**config.mk**
```make
export PLATFORM = sky130hd
export DESIGN_NAME = id_ex_stage
export DESIGN_NICKNAME = d
export VERILOG_FILES = /design/src/rtl/id_ex_stage.sv
export SDC_FILE = /design/constraint.sdc
export NUM_CORES = 1
export LEC_CHECK = 0
export BUFFER_PORTS_ARGS = -buffer_cell sky130_fd_sc_hd__buf_2
export CORE_AREA = 2 2 275 277
export DETAILED_ROUTE_END_ITERATION = 8
export DIE_AREA = 0 0 277 279
export PLACE_DENSITY_LB_ADDON = 0.25
export SYNTH_ARGS = -nofsm -noshare
export SYNTH_HDL_FRONTEND = slang
export SYNTH_SLANG_ARGS = --single-unit
```
**constraint.sdc**
```tcl
create_clock -name clk -period 2 [get_ports clk]
set_clock_uncertainty 0.05 [all_clocks]
set_input_delay 0 -clock clk [delete_from_list [all_inputs] [get_ports clk]]
set_output_delay 0 -clock clk [all_outputs]
set_load 0.005 [all_outputs]
```
**src/rtl/id_ex_stage.sv**
```systemverilog
// ID/EX pipeline register with operand forwarding and load-use bubbles.
// Presents registered ALU operands downstream through a valid/ready handshake.
module id_ex_stage #(
    parameter int XLEN  = 64,
    parameter int CNT_W = 32
) (
    input  logic             clk,
    input  logic             rstn,
    input  logic             flush,
    input  logic             in_valid,
    output logic             in_ready,
    input  logic [31:0]      in_pc,
    input  logic [31:0]      in_inst,
    input  logic [XLEN-1:0]  in_rs1_data,
    input  logic [XLEN-1:0]  in_rs2_data,
    input  logic [XLEN-1:0]  in_imm,
    input  logic [3:0]       in_alu_op,
    input  logic             in_alu_src_b,
    input  logic             ex_we,
    input  logic [4:0]       ex_rd,
    input  logic [XLEN-1:0]  ex_res,
    input  logic             ex_is_load,
    input  logic             wb_we,
    input  logic [4:0]       wb_rd,
    input  logic [XLEN-1:0]  wb_data,
    output logic             out_valid,
    input  logic             out_ready,
    output logic [XLEN-1:0]  a,
    output logic [XLEN-1:0]  b,
    output logic [XLEN-1:0]  rs2_fwd,
    output logic [3:0]       alu_op,
    output logic [31:0]      inst,
    output logic [31:0]      pc,
    output logic [CNT_W-1:0] stall_cnt
);

    localparam logic [6:0] OP_LUI    = 7'b0110111;
    localparam logic [6:0] OP_AUIPC  = 7'b0010111;
    localparam logic [6:0] OP_JAL    = 7'b1101111;
    localparam logic [6:0] OP_REG    = 7'b0110011;
    localparam logic [6:0] OP_REG32  = 7'b0111011;
    localparam logic [6:0] OP_STORE  = 7'b0100011;
    localparam logic [6:0] OP_BRANCH = 7'b1100011;

    logic             valid_q, valid_d;
    logic [XLEN-1:0]  a_q, a_d;
    logic [XLEN-1:0]  b_q, b_d;
    logic [XLEN-1:0]  rs2f_q, rs2f_d;
    logic [3:0]       op_q, op_d;
    logic [31:0]      inst_q, inst_d;
    logic [31:0]      pc_q, pc_d;
    logic [CNT_W-1:0] cnt_q, cnt_d;

    logic [4:0]      rs1, rs2;
    logic [6:0]      opcode;
    logic            use_rs1, use_rs2;
    logic            hazard, load_en;
    logic [XLEN-1:0] fwd_rs1, fwd_rs2;

    // EX result wins over WB; a load in EX has no data yet so never forwards.
    function automatic logic [XLEN-1:0] fwd(
        input logic [4:0]      s,
        input logic [XLEN-1:0] rf,
        input logic            e_we,
        input logic [4:0]      e_rd,
        input logic [XLEN-1:0] e_res,
        input logic            e_ld,
        input logic            w_we,
        input logic [4:0]      w_rd,
        input logic [XLEN-1:0] w_dat
    );
        logic [XLEN-1:0] r;
        if (s == 5'd0)
            r = '0;
        else if (e_we && e_rd == s && !e_ld)
            r = e_res;
        else if (w_we && w_rd == s)
            r = w_dat;
        else
            r = rf;
        return r;
    endfunction

    // Decode source usage, forward operands and detect load-use hazards.
    always_comb begin
        opcode  = in_inst[6:0];
        rs1     = in_inst[19:15];
        rs2     = in_inst[24:20];
        use_rs1 = !(opcode == OP_LUI || opcode == OP_AUIPC || opcode == OP_JAL);
        use_rs2 = (opcode == OP_REG) || (opcode == OP_REG32) ||
                  (opcode == OP_STORE) || (opcode == OP_BRANCH);
        fwd_rs1 = fwd(rs1, in_rs1_data, ex_we, ex_rd, ex_res, ex_is_load,
                      wb_we, wb_rd, wb_data);
        fwd_rs2 = fwd(rs2, in_rs2_data, ex_we, ex_rd, ex_res, ex_is_load,
                      wb_we, wb_rd, wb_data);
        hazard  = in_valid && ex_we && ex_is_load && (ex_rd != 5'd0) &&
                  ((use_rs1 && ex_rd == rs1) || (use_rs2 && ex_rd == rs2));
        load_en  = !valid_q || out_ready;
        in_ready = rstn && load_en && !hazard && !flush;
    end

    // Next-state for the pipeline register and the saturating stall counter.
    always_comb begin
        valid_d = valid_q;
        a_d     = a_q;
        b_d     = b_q;
        rs2f_d  = rs2f_q;
        op_d    = op_q;
        inst_d  = inst_q;
        pc_d    = pc_q;
        cnt_d   = cnt_q;
        if (flush) begin
            valid_d = 1'b0;
        end else if (load_en && in_valid && in_ready) begin
            valid_d = 1'b1;
            a_d     = fwd_rs1;
            b_d     = in_alu_src_b ? in_imm : fwd_rs2;
            rs2f_d  = fwd_rs2;
            op_d    = in_alu_op;
            inst_d  = in_inst;
            pc_d    = in_pc;
        end else if (load_en) begin
            valid_d = 1'b0;
        end
        if (load_en && hazard && !flush && cnt_q != {CNT_W{1'b1}})
            cnt_d = cnt_q + {{(CNT_W-1){1'b0}}, 1'b1};
    end

    // State registers with synchronous active-low reset.
    always_ff @(posedge clk) begin
        if (!rstn) begin
            valid_q <= 1'b0;
            a_q     <= '0;
            b_q     <= '0;
            rs2f_q  <= '0;
            op_q    <= '0;
            inst_q  <= '0;
            pc_q    <= '0;
            cnt_q   <= '0;
        end else begin
            valid_q <= valid_d;
            a_q     <= a_d;
            b_q     <= b_d;
            rs2f_q  <= rs2f_d;
            op_q    <= op_d;
            inst_q  <= inst_d;
            pc_q    <= pc_d;
            cnt_q   <= cnt_d;
        end
    end

    assign out_valid = valid_q;
    assign a         = a_q;
    assign b         = b_q;
    assign rs2_fwd   = rs2f_q;
    assign alu_op    = op_q;
    assign inst      = inst_q;
    assign pc        = pc_q;
    assign stall_cnt = cnt_q;

endmodule

```
; ---- Word-level counts from Yosys, hierarchy flattened
; Cells that the tools add are included.
; W data, S select, Z words.
[op_classes]
addsub = 1
eq_ne = 12
mux = 9
bitwise = 2
n_reduce_logical = 38
[op_table]
columns = operator, n
row1 = $mux W64, 7
row2 = $add A32 B1 Y32 const B, 1
row3 = $ne A32 B32 Y1 const B, 1
row4 = $eq A7 B6 Y1 const B, 4
row5 = $eq A5 B5 Y1, 4
row6 = $logic_and A1 B1 Y1, 20
row7 = $eq A7 B7 Y1 const B, 2
row8 = $logic_not A5 Y1, 2
row9 = $eq A7 B5 Y1 const B, 1
row10 = $logic_or A1 B1 Y1, 7
row11 = $logic_not A1 Y1, 5
row12 = $reduce_bool A5 Y1, 1
row13 = $mux W1, 2
row14 = $not A1 Y1, 2
row15 = $reduce_and A2 Y1, 1
row16 = $reduce_bool A2 Y1, 1
row17 = $reduce_or A2 Y1, 1
[totals]
regBits = 293
in_bits = 407
out_inout_bits = 294

; ---- Longest topological paths before layout
; Gate-level depths: netlist of the first run.
[depth]
depth_word = 12
ltp_mapped = 9
mapped_depth_nobuf = 7

; ---- Least setup slack after synthesis of the first run
; OpenSTA, ideal clock, no wires.
[synth_path]
kind = flip-flop to flip-flop
from = register cnt_q[0], in the netlist stall_cnt[0]
to = register cnt_q[1], in the netlist stall_cnt[1]
arrival_time_ns = 2.053
setup_slack_ns = -0.230
stages_incl_launch_ff = 10
path_cell_list = dfxtp_1 > ha_1 > inv_1 > nor3_1 > nand4_1 > o211ai_1 > clkbuf_1 > buf_2 > mux2i_1 > nor2_1
[synth_between]
elab_chain_cells = 2
word_cells_on_any_way = 3
classes_between = add/sub: 1 / eq/ne: 1 / reduce/logical: 1
[synth_lines]
columns = item, line
row1 = "start, declared", 52  ; logic [CNT_W-1:0] cnt_q, cnt_d;
row2 = "start signal, assigned", 148  ; cnt_q <= cnt_d;
row3 = branches (longest 2 deep; another with $add A32 B1 Y32), n/a
; Parallel ways; which one is timed is not known.
; A chain may end at the register's enable or synchronous reset.

; ---- Worst setup path in the final report of the first run
[layout_path]
from = register cnt_q[18], in the netlist stall_cnt[18]
to = register cnt_q[31], in the netlist stall_cnt[31]
; Same word-level chain as after synthesis.

==> results of run 1 <==
-- cell type report --
type / instances / area, um2 / share of cell area (%)
repair buffers: 1381 / 10710 / 40.42
multi-input cells: 1316 / 7411 / 27.96
flip-flops and latches: 293 / 5874 / 22.16
well taps: 969 / 1212 / 4.574
clock buffers: 52 / 1097 / 4.140
clock inverters: 15 / 160.2 / 0.6043
inverters: 5 / 18.77 / 0.07081
diodes: 7 / 17.52 / 0.06609
-- routing by layer --
metal	vias to the layer above	global-route usage [%]	routed length [um]
li1	9011	-	-
met1	9030	24.60	36160
met2	1045	34.10	40090
met3	204	4.518	6730
met4	6	8.041	3411
met5	-	0	29
-- metrics by stage --
step / setup WS [ns] / total power [mW] / TNS, ns / instances / hold slack, ns
global placement: -0.3985 / 9.096 / -64.47 / 3505 / 0.1454
global route: -0.1605 / 17.62 / -4.139 / 4035 / 0.01859
floorplan: -0.01397 / 7.379 / -0.01397 / 1788 / 0.05862
detailed placement: -0.4437 / 9.078 / -69.25 / 3505 / 0.1523
CTS: -0.01252 / 16.94 / -0.02954 / 4003 / 0.001500
finish: -0.02658 / 16.97 / -0.1365 / 4038 / 0.01153
-- worst max-delay path by stage --
| stage | endpoint | slack (ns) | depth (start not counted) |
|---|---|---|---|
| 2_1_floorplan | stall_cnt[1] | -0.01 | 9 |
| 3_3_place_gp | b[25] | -0.40 | 9 |
| 3_5_place_dp | b[35] | -0.44 | 9 |
| 4_1_cts | stall_cnt[30] | -0.01 | 5 |
| 5_1_grt | stall_cnt[7] | -0.16 | 9 |
| 6_report | stall_cnt[31] | -0.03 | 8 |
-- what timing repair did --
action / 4_1_cts / 5_1_grt
pin swaps: 13 / 21
hold buffers: 426 / 1
gates cloned: 2 / 16
endpoints found under the setup margin: 65 / 153
buffers inserted: 3 / 15
resized for setup: 13 / 57
endpoints found under the hold margin: 242 / 1
-- kinds of logic after synthesis --
group                      share of synthesized area [%]
AOI/OAI and AO/OA                                  26.24
xor gates and xnor gates                           1.335
adders and majority gates                        0.09081
buffers and inverters                              5.813
DFF                                                42.58
muxes                                             0.5813
and+or+nand+nor                                    23.36
-- flip-flops by register name, indices dropped and copies added (netlist names) --
name       count
a             64
alu_op         4
b             64
inst          32
out_valid      1
pc            32
rs2_fwd       64
stall_cnt     32
-- cell usage after synthesis, types with 2 or more instances --
master    number
and3_1         5
o21ai_0      212
buf_1          5
a22o_1       128
nand4_1       76
and2_1         3
nor3_1        71
nand3_1       18
or2_2          2
or3b_2         2
xor2_1         5
buf_4         11
buf_2         28
nor2_1        74
clkbuf_1     123
inv_1          4
and4_1         3
nor4_1         2
o31ai_1        7
nand2_1      413
xnor2_1       16
mux2i_1        8
nand4b_1       2
nor2b_1        3
dfxtp_1      293
buf_6          7
or3_1         17
a31oi_1      192
or4_1         11
nand2b_1       8
a21oi_1       25
-- where the power goes --
| group | internal, mW | switching [mW] | leakage (nW) | total [mW] |
|---|---|---|---|---|
| sequential | 6.14 | 0.155 | 2.40 | 6.29 |
| clock | 4.23 | 2.86 | 0.623 | 7.09 |
| combinational | 1.85 | 1.74 | 8.83 | 3.59 |
| total | 12.2 | 4.76 | 11.9 | 17.0 |
-- tightest hold or removal path, delay by kind of cell --
kind | cells | cell delay (ns)
AOI/OAI and AO/OA | 3 | 0.39
buffers and inverters | 2 | 0.20
==> summary.md, run 1 <==
| Metric | Value |
|---|---|
| Placeable core area | `0.07407 mm2` |
| Post-DP Area | `0.02011 mm2` |
| Via Count | `19,300` |
| Final setup viols | `11` |
| CP delay by family, top | `simple AND/OR/NAND/NOR gates` |
| Final #Nets | `3,444` |
| Netlist Area Pre-Place | `0.01378 mm2` |
| CTS tree | `yes` |
| WS Path Type | `reg -> reg` |
| Synthesized instance count | `1,788` |
| Syn nets | `2,196` |
| Worst Hold Path Cells | `5` |
| Clk slew on worst S/H paths | `0.06 ns` |
| Die Wd | `277 um` |
| Final WS setup | `-0.02658 ns` |
| Fillers | `7,715` |
| Crit start category | `flip-flop` |
| Full die area | `0.07728 mm2` |
| Crit-path max cell delay | `0.51 ns` |
| Fin util | `35.78%` |
| Syn. warnings | `0` |
| Top_reg_cell synth | `dfxtp_1` |
| Worst Hold End | `rs2_fwd[40]` |
| Vias per std cell | `4.779` |
| Slew Limit Fails | `0` |
| Hold Startpoint | `in_rs2_data[40]` |
| Synth area leaders | `dfxtp_1, nand2_1, a31oi_1` |
| Commonest non-fill, non-tap cell in the layout | `buf_2` |
| Std-Cell Rows | `100` |
| Clk root buf | `clkbuf_16` |
| HPWL after DPL | `59.29 mm` |
| Endpoint class of the critical path | `flip-flop` |
| Failing checks | `setup timing` |
| Arrival time at the worst endpoint | `2.46 ns` |
| Worst r2r path cells | `8` |
| Reg-to-Reg End | `stall_cnt[31]` |
| Worst R2R Start | `stall_cnt[18]` |
| Max-cap violations | `0` |
| FFs w/ async S/R, synth | `0%` |
| Reg-to-reg slack, setup | `-0.03 ns` |
| Crit Path Max Fanout | `8` |
| Synth top area share | `42.58%` |
| Largest area contributor in the netlist | `dfxtp_1` |
| Post-synth EDFFs | `0` |
| Worst hold path class | `in -> reg` |
| Crit path buf inv count | `2` |
| First-pass GRT wire length | `119.0 mm` |
| Critical-path cell list | `and3_1 > and4_4 > nand4_1 > o211ai_1 > buf_4 > buf_12 > or4_4 > a21oi_2` |
| Leakage power | `11.85 nW` |
| Crit path from | `stall_cnt[18]` |
| Status | `finished with violations` |
| ANT nets after route | `0` |
| Pin count of the biggest net entering global routing | `148` |
| Vias in the first global route | `18,920` |
| RSZ-0062 raised after global routing | `true` |
| Hold Fails Final Rpt | `0` |
| Slew headroom | `42.33%` |
| TritonRoute pass-1 iters | `5` |
| Number of remaining DRC errors | `0` |
| Chip height | `279 um` |
| Final period utilization | `101.3%` |
| Final instance area | `0.02650 mm2` |
| Synth Area per Inst | `7.705 um2` |
| Layout area overhead | `92.40%` |
| Slowest library cell on the worst path | `or4_4` |
| Worst-Skew Late Latency | `0.54 ns` |
| Tmin final | `2.027 ns` |
| Layout cells sized above 1 | `35.01%` |
| # IOs | `701` |
| Distinct cell type count after synthesis | `45` |
| Clock Path Buffers | `3` |
| Sequential area share after synthesis | `42.58%` |
| Port bufs | `700` |
| Achievable Freq | `493.4 MHz` |
| Clock sinks | `293` |
| Commonest non-fill, non-tap cells in the layout | `buf_2, dlygate4sd3_1, nand2_1, dfxtp_1, o21ai_0` |
| Post-synthesis register bit count | `293` |
| DR WL/cell | `21.40 um` |
| Pwr Density | `640.4 mW/mm2` |
| Global Route Usage Sum | `20.10%` |
| Initial antenna violation count | `11` |
| Starting Density | `18.60%` |
| Worst-Margin Slew | `0.8650 ns` |
| Cts bufs inserted | `39` |
| WP data required | `2.43 ns` |
| Grt ovf | `0` |
| Routed Wire Length | `86.42 mm` |
| GPL Wtd Cong | `0.8896` |
| Max IR drop VDD | `0.4333 mV` |
| H-tree levels | `2` |
| Iter 0 DRT Violations | `1,281` |
Power figures use the tool's default switching activity.
==> run 2: changes to the inputs <==
CORE_AREA = 2 2 270 272   (was 2 2 275 277)
DIE_AREA = 0 0 272 274   (was 0 0 277 279)
==> summary.md, run 2 (synthesized netlist as in run 1, its figures left out) <==
| Metric | Value |
|---|---|
| Status | `finished with violations (unchanged)` |
| Failing checks | `setup timing (unchanged)` |
| Crit-path max cell delay | `0.46 ns (was 0.51 ns)` |
| CP delay by family, top | `simple AND/OR/NAND/NOR gates (unchanged)` |
| Clock sinks | `293 (unchanged)` |
| Hold Startpoint | `in_rs2_data[60] (was in_rs2_data[40])` |
| Fillers | `7,474 (was 7,715)` |
| Clock power frac | `42.9% (was 41.8%)` |
| Layout area overhead | `89.13% (was 92.40%)` |
| Grt ovf | `0 (unchanged)` |
| Final setup viols | `7 (was 11)` |
| Worst slack, placed | `-0.6357 ns (was -0.4437 ns)` |
| Achievable Freq | `490.9 MHz (was 493.4 MHz)` |
| CP dominant cell by count | `and4_4` |
| Clk root buf | `clkbuf_16 (unchanged)` |
| ANT nets after route | `0 (unchanged)` |
| Final #Nets | `3,426 (was 3,444)` |
| CTS tree | `yes (unchanged)` |
| Multi-input logic area | `0.007370 mm2 (was 0.007411 mm2)` |
| Switch share | `27.46% (was 28.03%)` |
| Vias per std cell | `4.783 (was 4.779)` |
| GPL Wtd Cong | `0.8985 (was 0.8896)` |
| Worst r2r path cells | `8 (unchanged)` |
| Worst Hold End | `b[60] (was rs2_fwd[40])` |
| Vias in the first global route | `18,780 (was 18,920)` |
| Worst hold path class | `in -> reg (unchanged)` |
| Worst-Margin Slew | `0.8161 ns (was 0.8650 ns)` |
| Reg-to-Reg End | `stall_cnt[27] (was stall_cnt[31])` |
| Commonest non-fill, non-tap cell in the layout | `buf_2 (unchanged)` |
| Switching pwr | `4.645 mW (was 4.758 mW)` |
| Placed insts | `3,481 (was 3,505)` |
| H-tree levels | `2 (unchanged)` |
| Initial antenna violation count | `12 (was 11)` |
| Number of remaining DRC errors | `0 (unchanged)` |
| Pint | `12.27 mW (was 12.22 mW)` |
| Std-Cell Rows | `99 (was 100)` |
| WP data required | `2.43 ns (about the same)` |
| HPWL after DPL | `59.09 mm (was 59.29 mm)` |
| Tmin final | `2.037 ns (was 2.027 ns)` |
| Combinational share of power | `19.9% (was 21.2%)` |
| Critical-path cell list | `and4_4 > and4_4 > nand4_1 > o211ai_1 > buf_4 > buf_8 > or4_1 > a21oi_1 (was and3_1 > and4_4 > nand4_1 > o211ai_1 > buf_4 > buf_12 > or4_4 > a21oi_2)` |
| Final period utilization | `101.9% (was 101.3%)` |
| Global Route Usage Sum | `20.95% (was 20.10%)` |
| Clock Path Buffers | `3 (unchanged)` |
| Chip height | `274 um (was 279 um)` |
| Register area | `0.005879 mm2 (was 0.005874 mm2)` |
| Reg power frac | `37.3% (was 37.1%)` |
| Routed Wire Length | `84.25 mm (was 86.42 mm)` |
| Post-DP Area | `0.01992 mm2 (was 0.02011 mm2)` |
| Leakage power | `11.56 nW (was 11.85 nW)` |
| Setup TNS | `-0.1572 ns (was -0.1365 ns)` |
| # IOs | `701 (unchanged)` |
| Worst Hold Path Cells | `6 (was 5)` |
| Full die area | `0.07453 mm2 (was 0.07728 mm2)` |
| Max-cap violations | `0 (unchanged)` |
| Pin count of the biggest net entering global routing | `148 (unchanged)` |
| Layout cells sized above 1 | `34.41% (was 35.01%)` |
| RSZ-0062 raised after global routing | `true (unchanged)` |
| Non-Filler Instances | `4,011 (was 4,038)` |
| Hold Slack | `0.02899 ns (was 0.01153 ns)` |
| Worst-Skew Late Latency | `0.54 ns (about the same)` |
| Commonest non-fill, non-tap cells in the layout | `buf_2, dlygate4sd3_1, nand2_1, dfxtp_1, o21ai_0 (unchanged)` |
| WS Path Type | `reg -> reg (unchanged)` |
| Slowest library cell on the worst path | `or4_1 (was or4_4)` |
| DR WL/cell | `21.01 um (was 21.40 um)` |
| Worst R2R Start | `stall_cnt[10] (was stall_cnt[18])` |
| Crit Path Max Fanout | `6 (was 8)` |
| Clk slew on worst S/H paths | `0.06 ns (about the same)` |
| Die Wd | `272 um (was 277 um)` |
| Starting Density | `19.14% (was 18.60%)` |
| Crit start category | `flip-flop (unchanged)` |
| Crit path depth | `8 (unchanged)` |
| Via Count | `19,190 (was 19,300)` |
| Hold Fails Final Rpt | `0 (unchanged)` |
| Iter 0 DRT Violations | `1,481 (was 1,281)` |
| Slew Limit Fails | `0 (unchanged)` |
| Arrival time at the worst endpoint | `2.46 ns (about the same)` |
| Max IR drop VDD | `0.4646 mV (was 0.4333 mV)` |
| Slew headroom | `45.59% (was 42.33%)` |
| Final instance area | `0.02605 mm2 (was 0.02650 mm2)` |
| Endpoint class of the critical path | `flip-flop (unchanged)` |
| Port bufs | `700 (unchanged)` |
| Fin util | `36.20% (was 35.78%)` |
| Placeable core area | `0.07197 mm2 (was 0.07407 mm2)` |
| Cts bufs inserted | `38 (was 39)` |
| Post-route total power | `16.92 mW (was 16.97 mW)` |
| Pwr Density | `649.4 mW/mm2 (was 640.4 mW/mm2)` |
| First-pass GRT wire length | `119.3 mm (was 119.0 mm)` |
| TritonRoute pass-1 iters | `5 (unchanged)` |
| Crit path buf inv count | `2 (unchanged)` |
| Final WS setup | `-0.03706 ns (was -0.02658 ns)` |
| Reg-to-reg slack, setup | `-0.04 ns (was -0.03 ns)` |
run 2: changes by cell type in the layout (fill, tap and decap cells not counted), sizes merged:
| cell | previous run | this run |
|---|---|---|
| dlygate4sd3 | 423 | 436 |
| diode | 7 | 6 |
| inv | 5 | 4 |
| clkinvlp | 1 | 2 |
| clkinv | 11 | 4 |
| buf | 943 | 924 |
| bufinv | 3 | 2 |
| clkbuf | 67 | 65 |
run 2: worst min-delay path, cell delays in order:
cell,delay [ns]
buf_2,0.11
o21ai_0,0.07
a31oi_1,0.09
buf_4,0.15
nand2_1,0.08
a31oi_1,0.07
run 2: area by class of cell:
cell class                      instances  share of cell area (%)
Clock buffer                           61                   4.687
Inverter                                5                 0.07204
Antenna cell                            6                 0.05763
Multi-Input combinational cell       1316                   28.29
Sequential cell                       293                   22.57
Timing Repair Buffer                 1364                   39.37
Clock inverter                          7                  0.3602
Tap cell                              959                   4.605
run 2: routing by layer:
layer	global-route usage (%)	vias to the layer above	part of all wire (%)
li1	-	8962	-
met1	24.99	9007	40
met2	36.00	1003	48
met3	5.184	208	8.4
met4	8.415	6	4.1
met5	0	-	0.031
run 2: how the worst max path moves through the flow:
stage                        from            end  slack (ns)
global placement       in_inst[3]         pc[26]       -0.64
floorplan            stall_cnt[0]   stall_cnt[1]       -0.01
finish              stall_cnt[10]  stall_cnt[27]       -0.04
detailed placement     in_inst[3]         pc[22]       -0.64
global route         stall_cnt[5]   stall_cnt[1]       -0.11
CTS                  stall_cnt[0]  stall_cnt[29]      -0.007
run 2: power by group through the flow:
stage | Combinational (mW) | Clock (mW) | Sequential [mW]
after global placement | 2.60 | 0 | 6.43
after CTS | 3.31 | 7.44 | 6.30
after detailed placement | 2.59 | 0 | 6.42
after floorplan | 0.954 | 0 | 6.43
after global routing | 3.59 | 7.68 | 6.33
final | 3.36 | 7.25 | 6.31
run 2: timing repair:
action                                  CTS  global route
hold buffers                            436             0
endpoints found under the hold margin   251             0
endpoints found under the setup margin  186            79
buffers inserted                          4            12
cloned                                    1             5
resized for setup                         4            60
pin swaps                                 3            27
==> run 3: changes to the inputs <==
SETUP_SLACK_MARGIN = 0.3   (was default)
==> summary.md, run 3 (synthesized netlist as in run 1, its figures left out) <==
| Metric | Value |
|---|---|
| Status | `finished with violations (unchanged)` |
| Failing checks | `setup timing (unchanged)` |
| GPL Wtd Cong | `0.8677 (was 0.8985)` |
| Crit start category | `flip-flop (unchanged)` |
| Iter 0 DRT Violations | `1,357 (was 1,481)` |
| Starting Density | `19.14% (unchanged)` |
| Vias in the first global route | `19,730 (was 18,780)` |
| Final #Nets | `3,519 (was 3,426)` |
| Std-Cell Rows | `99 (unchanged)` |
| Worst-Margin Slew | `0.9225 ns (was 0.8161 ns)` |
| Layout cells sized above 1 | `44.03% (was 34.41%)` |
| Placeable core area | `0.07197 mm2 (unchanged)` |
| Worst-Skew Late Latency | `0.55 ns (was 0.54 ns)` |
| Max-cap violations | `0 (unchanged)` |
| Die Wd | `272 um (unchanged)` |
| WP data required | `2.37 ns (was 2.43 ns)` |
| Leakage power | `13.16 nW (was 11.56 nW)` |
| Routed Wire Length | `92.82 mm (was 84.25 mm)` |
| Final period utilization | `107.8% (was 101.9%)` |
| Final setup viols | `178 (was 7)` |
| Grt ovf | `0 (unchanged)` |
| Fillers | `7,087 (was 7,474)` |
| TritonRoute pass-1 iters | `5 (unchanged)` |
| HPWL after DPL | `61.14 mm (was 59.09 mm)` |
| Clk root buf | `clkbuf_16 (unchanged)` |
| Clock sinks | `293 (unchanged)` |
| Layout area overhead | `112.0% (was 89.13%)` |
| Slew headroom | `38.50% (was 45.59%)` |
| Via Count | `19,900 (was 19,190)` |
| Commonest non-fill, non-tap cell in the layout | `buf_2 (unchanged)` |
| Clk slew on worst S/H paths | `0.06 ns (about the same)` |
| Final instance area | `0.02921 mm2 (was 0.02605 mm2)` |
| Final WS setup | `-0.1568 ns (was -0.03706 ns)` |
| Pwr Density | `605.6 mW/mm2 (was 649.4 mW/mm2)` |
| ANT nets after route | `0 (unchanged)` |
| Slew Limit Fails | `0 (unchanged)` |
| Number of remaining DRC errors | `0 (unchanged)` |
| DR WL/cell | `22.60 um (was 21.01 um)` |
| Crit Path Max Fanout | `6 (unchanged)` |
| Cts bufs inserted | `39 (was 38)` |
| Pin count of the biggest net entering global routing | `92 (was 148)` |
| Achievable Freq | `463.7 MHz (was 490.9 MHz)` |
| CTS tree | `yes (unchanged)` |
| RSZ-0062 raised after global routing | `true (unchanged)` |
| Post-DP Area | `0.02008 mm2 (was 0.01992 mm2)` |
| Worst hold path class | `in -> reg (unchanged)` |
| Setup TNS | `-6.808 ns (was -0.1572 ns)` |
| H-tree levels | `2 (unchanged)` |
| Vias per std cell | `4.844 (was 4.783)` |
| Commonest non-fill, non-tap cells in the layout | `buf_2, dlygate4sd3_1, nand2_1, dfxtp_1, buf_4 (was buf_2, dlygate4sd3_1, nand2_1, dfxtp_1, o21ai_0)` |
| First-pass GRT wire length | `129.6 mm (was 119.3 mm)` |
| WS Path Type | `reg -> reg (unchanged)` |
| Full die area | `0.07453 mm2 (unchanged)` |
| Tmin final | `2.157 ns (was 2.037 ns)` |
| Hold Fails Final Rpt | `0 (unchanged)` |
| Global Route Usage Sum | `23.17% (was 20.95%)` |
| # IOs | `701 (unchanged)` |
| Port bufs | `700 (unchanged)` |
| Endpoint class of the critical path | `flip-flop (unchanged)` |
| Max IR drop VDD | `0.4912 mV (was 0.4646 mV)` |
| Arrival time at the worst endpoint | `2.53 ns (was 2.46 ns)` |
| Chip height | `274 um (unchanged)` |
| Initial antenna violation count | `9 (was 12)` |
| Clock Path Buffers | `3 (unchanged)` |
-- run 3: cell types whose count changed in the layout (fill, tap and decap cells not counted), sizes merged, moves of 2 or more --
cell         change
bufinv           +2
dlygate4sd3     -50
buf            +139
clkinv           +8
bufbuf           +2
inv              +3
clkbuf          -10
-- run 3: worst max-delay path, cell delays in order, from the launching register on --
cell and delay [ns]:
dfxtp_2 0.32, and4_1 0.22, and4_4 0.27, nand4_1 0.20, o211ai_1 0.22, buf_4 0.25, buf_12 0.13, buf_12 0.13
mux2i_1 0.18, nor2_1 0.05
-- run 3: path summary, 6_finish.rpt --
path,from,end,slack [ns],cells after the start
setup / recovery,stall_cnt[12],stall_cnt[1],-0.16,9
hold / removal,ex_res[0],a[0],0.06,5
setup reg to reg,stall_cnt[12],stall_cnt[1],-0.16,9
hold reg to reg,alu_op[0],alu_op[0],0.39,2
-- run 3: where the power goes --
part / internal (mW) / switching, mW
combinational: 2.12 / 1.97
clock: 4.31 / 2.98
sequential: 6.14 / 0.177
-- run 3: stage by stage --
| stage | worst slack [ns] | cells | util (%) | hold slack [ns] | power (mW) |
|---|---|---|---|---|---|
| after floorplan | 0.01239 | 1788 | - | 0.05862 | 7.395 |
| after global placement | -0.3174 | 3508 | 27.91 | 0.1454 | 9.063 |
| after detailed placement | -0.3306 | 3508 | 27.91 | 0.1502 | 9.050 |
| after CTS | -0.1189 | 4078 | 38.80 | 0.003210 | 17.62 |
| after global routing | -0.2017 | 4101 | 40.57 | 0.03377 | 18.35 |
| final | -0.1568 | 4107 | 40.59 | 0.05733 | 17.69 |
-- run 3: what timing repair did --
action                     4_1_cts  5_1_grt
setup endpoints to repair      294      294
hold buffers                   386        0
resized for setup              323      232
hold endpoints to repair       251        0
setup buffers                   64       17
pin swaps                       75       78
gates cloned                    49        5
-- run 3: cell type report --
type                            instances  area, um2  area share, %
Multi-Input combinational cell       1316       8521          29.17
Sequential cell                       293       5878          20.12
Inverter                                5      18.77        0.06425
Antenna cell                            7      17.52        0.05997
Clock buffer                           50       1067          3.654
Timing Repair Buffer                 1456      12280          42.04
Tap cell                              959       1200          4.108
Clock inverter                         21      227.7         0.7796
-- run 3: per-layer routing --
layer | vias to the layer above | routed length [um] | GRT usage, %
met1 | 9551 | 38160 | 28.15
met2 | 935 | 44530 | 40.24
met4 | 6 | 3711 | 8.415
li1 | 9205 | - | -
met3 | 199 | 6384 | 4.860
met5 | - | 34 | 0
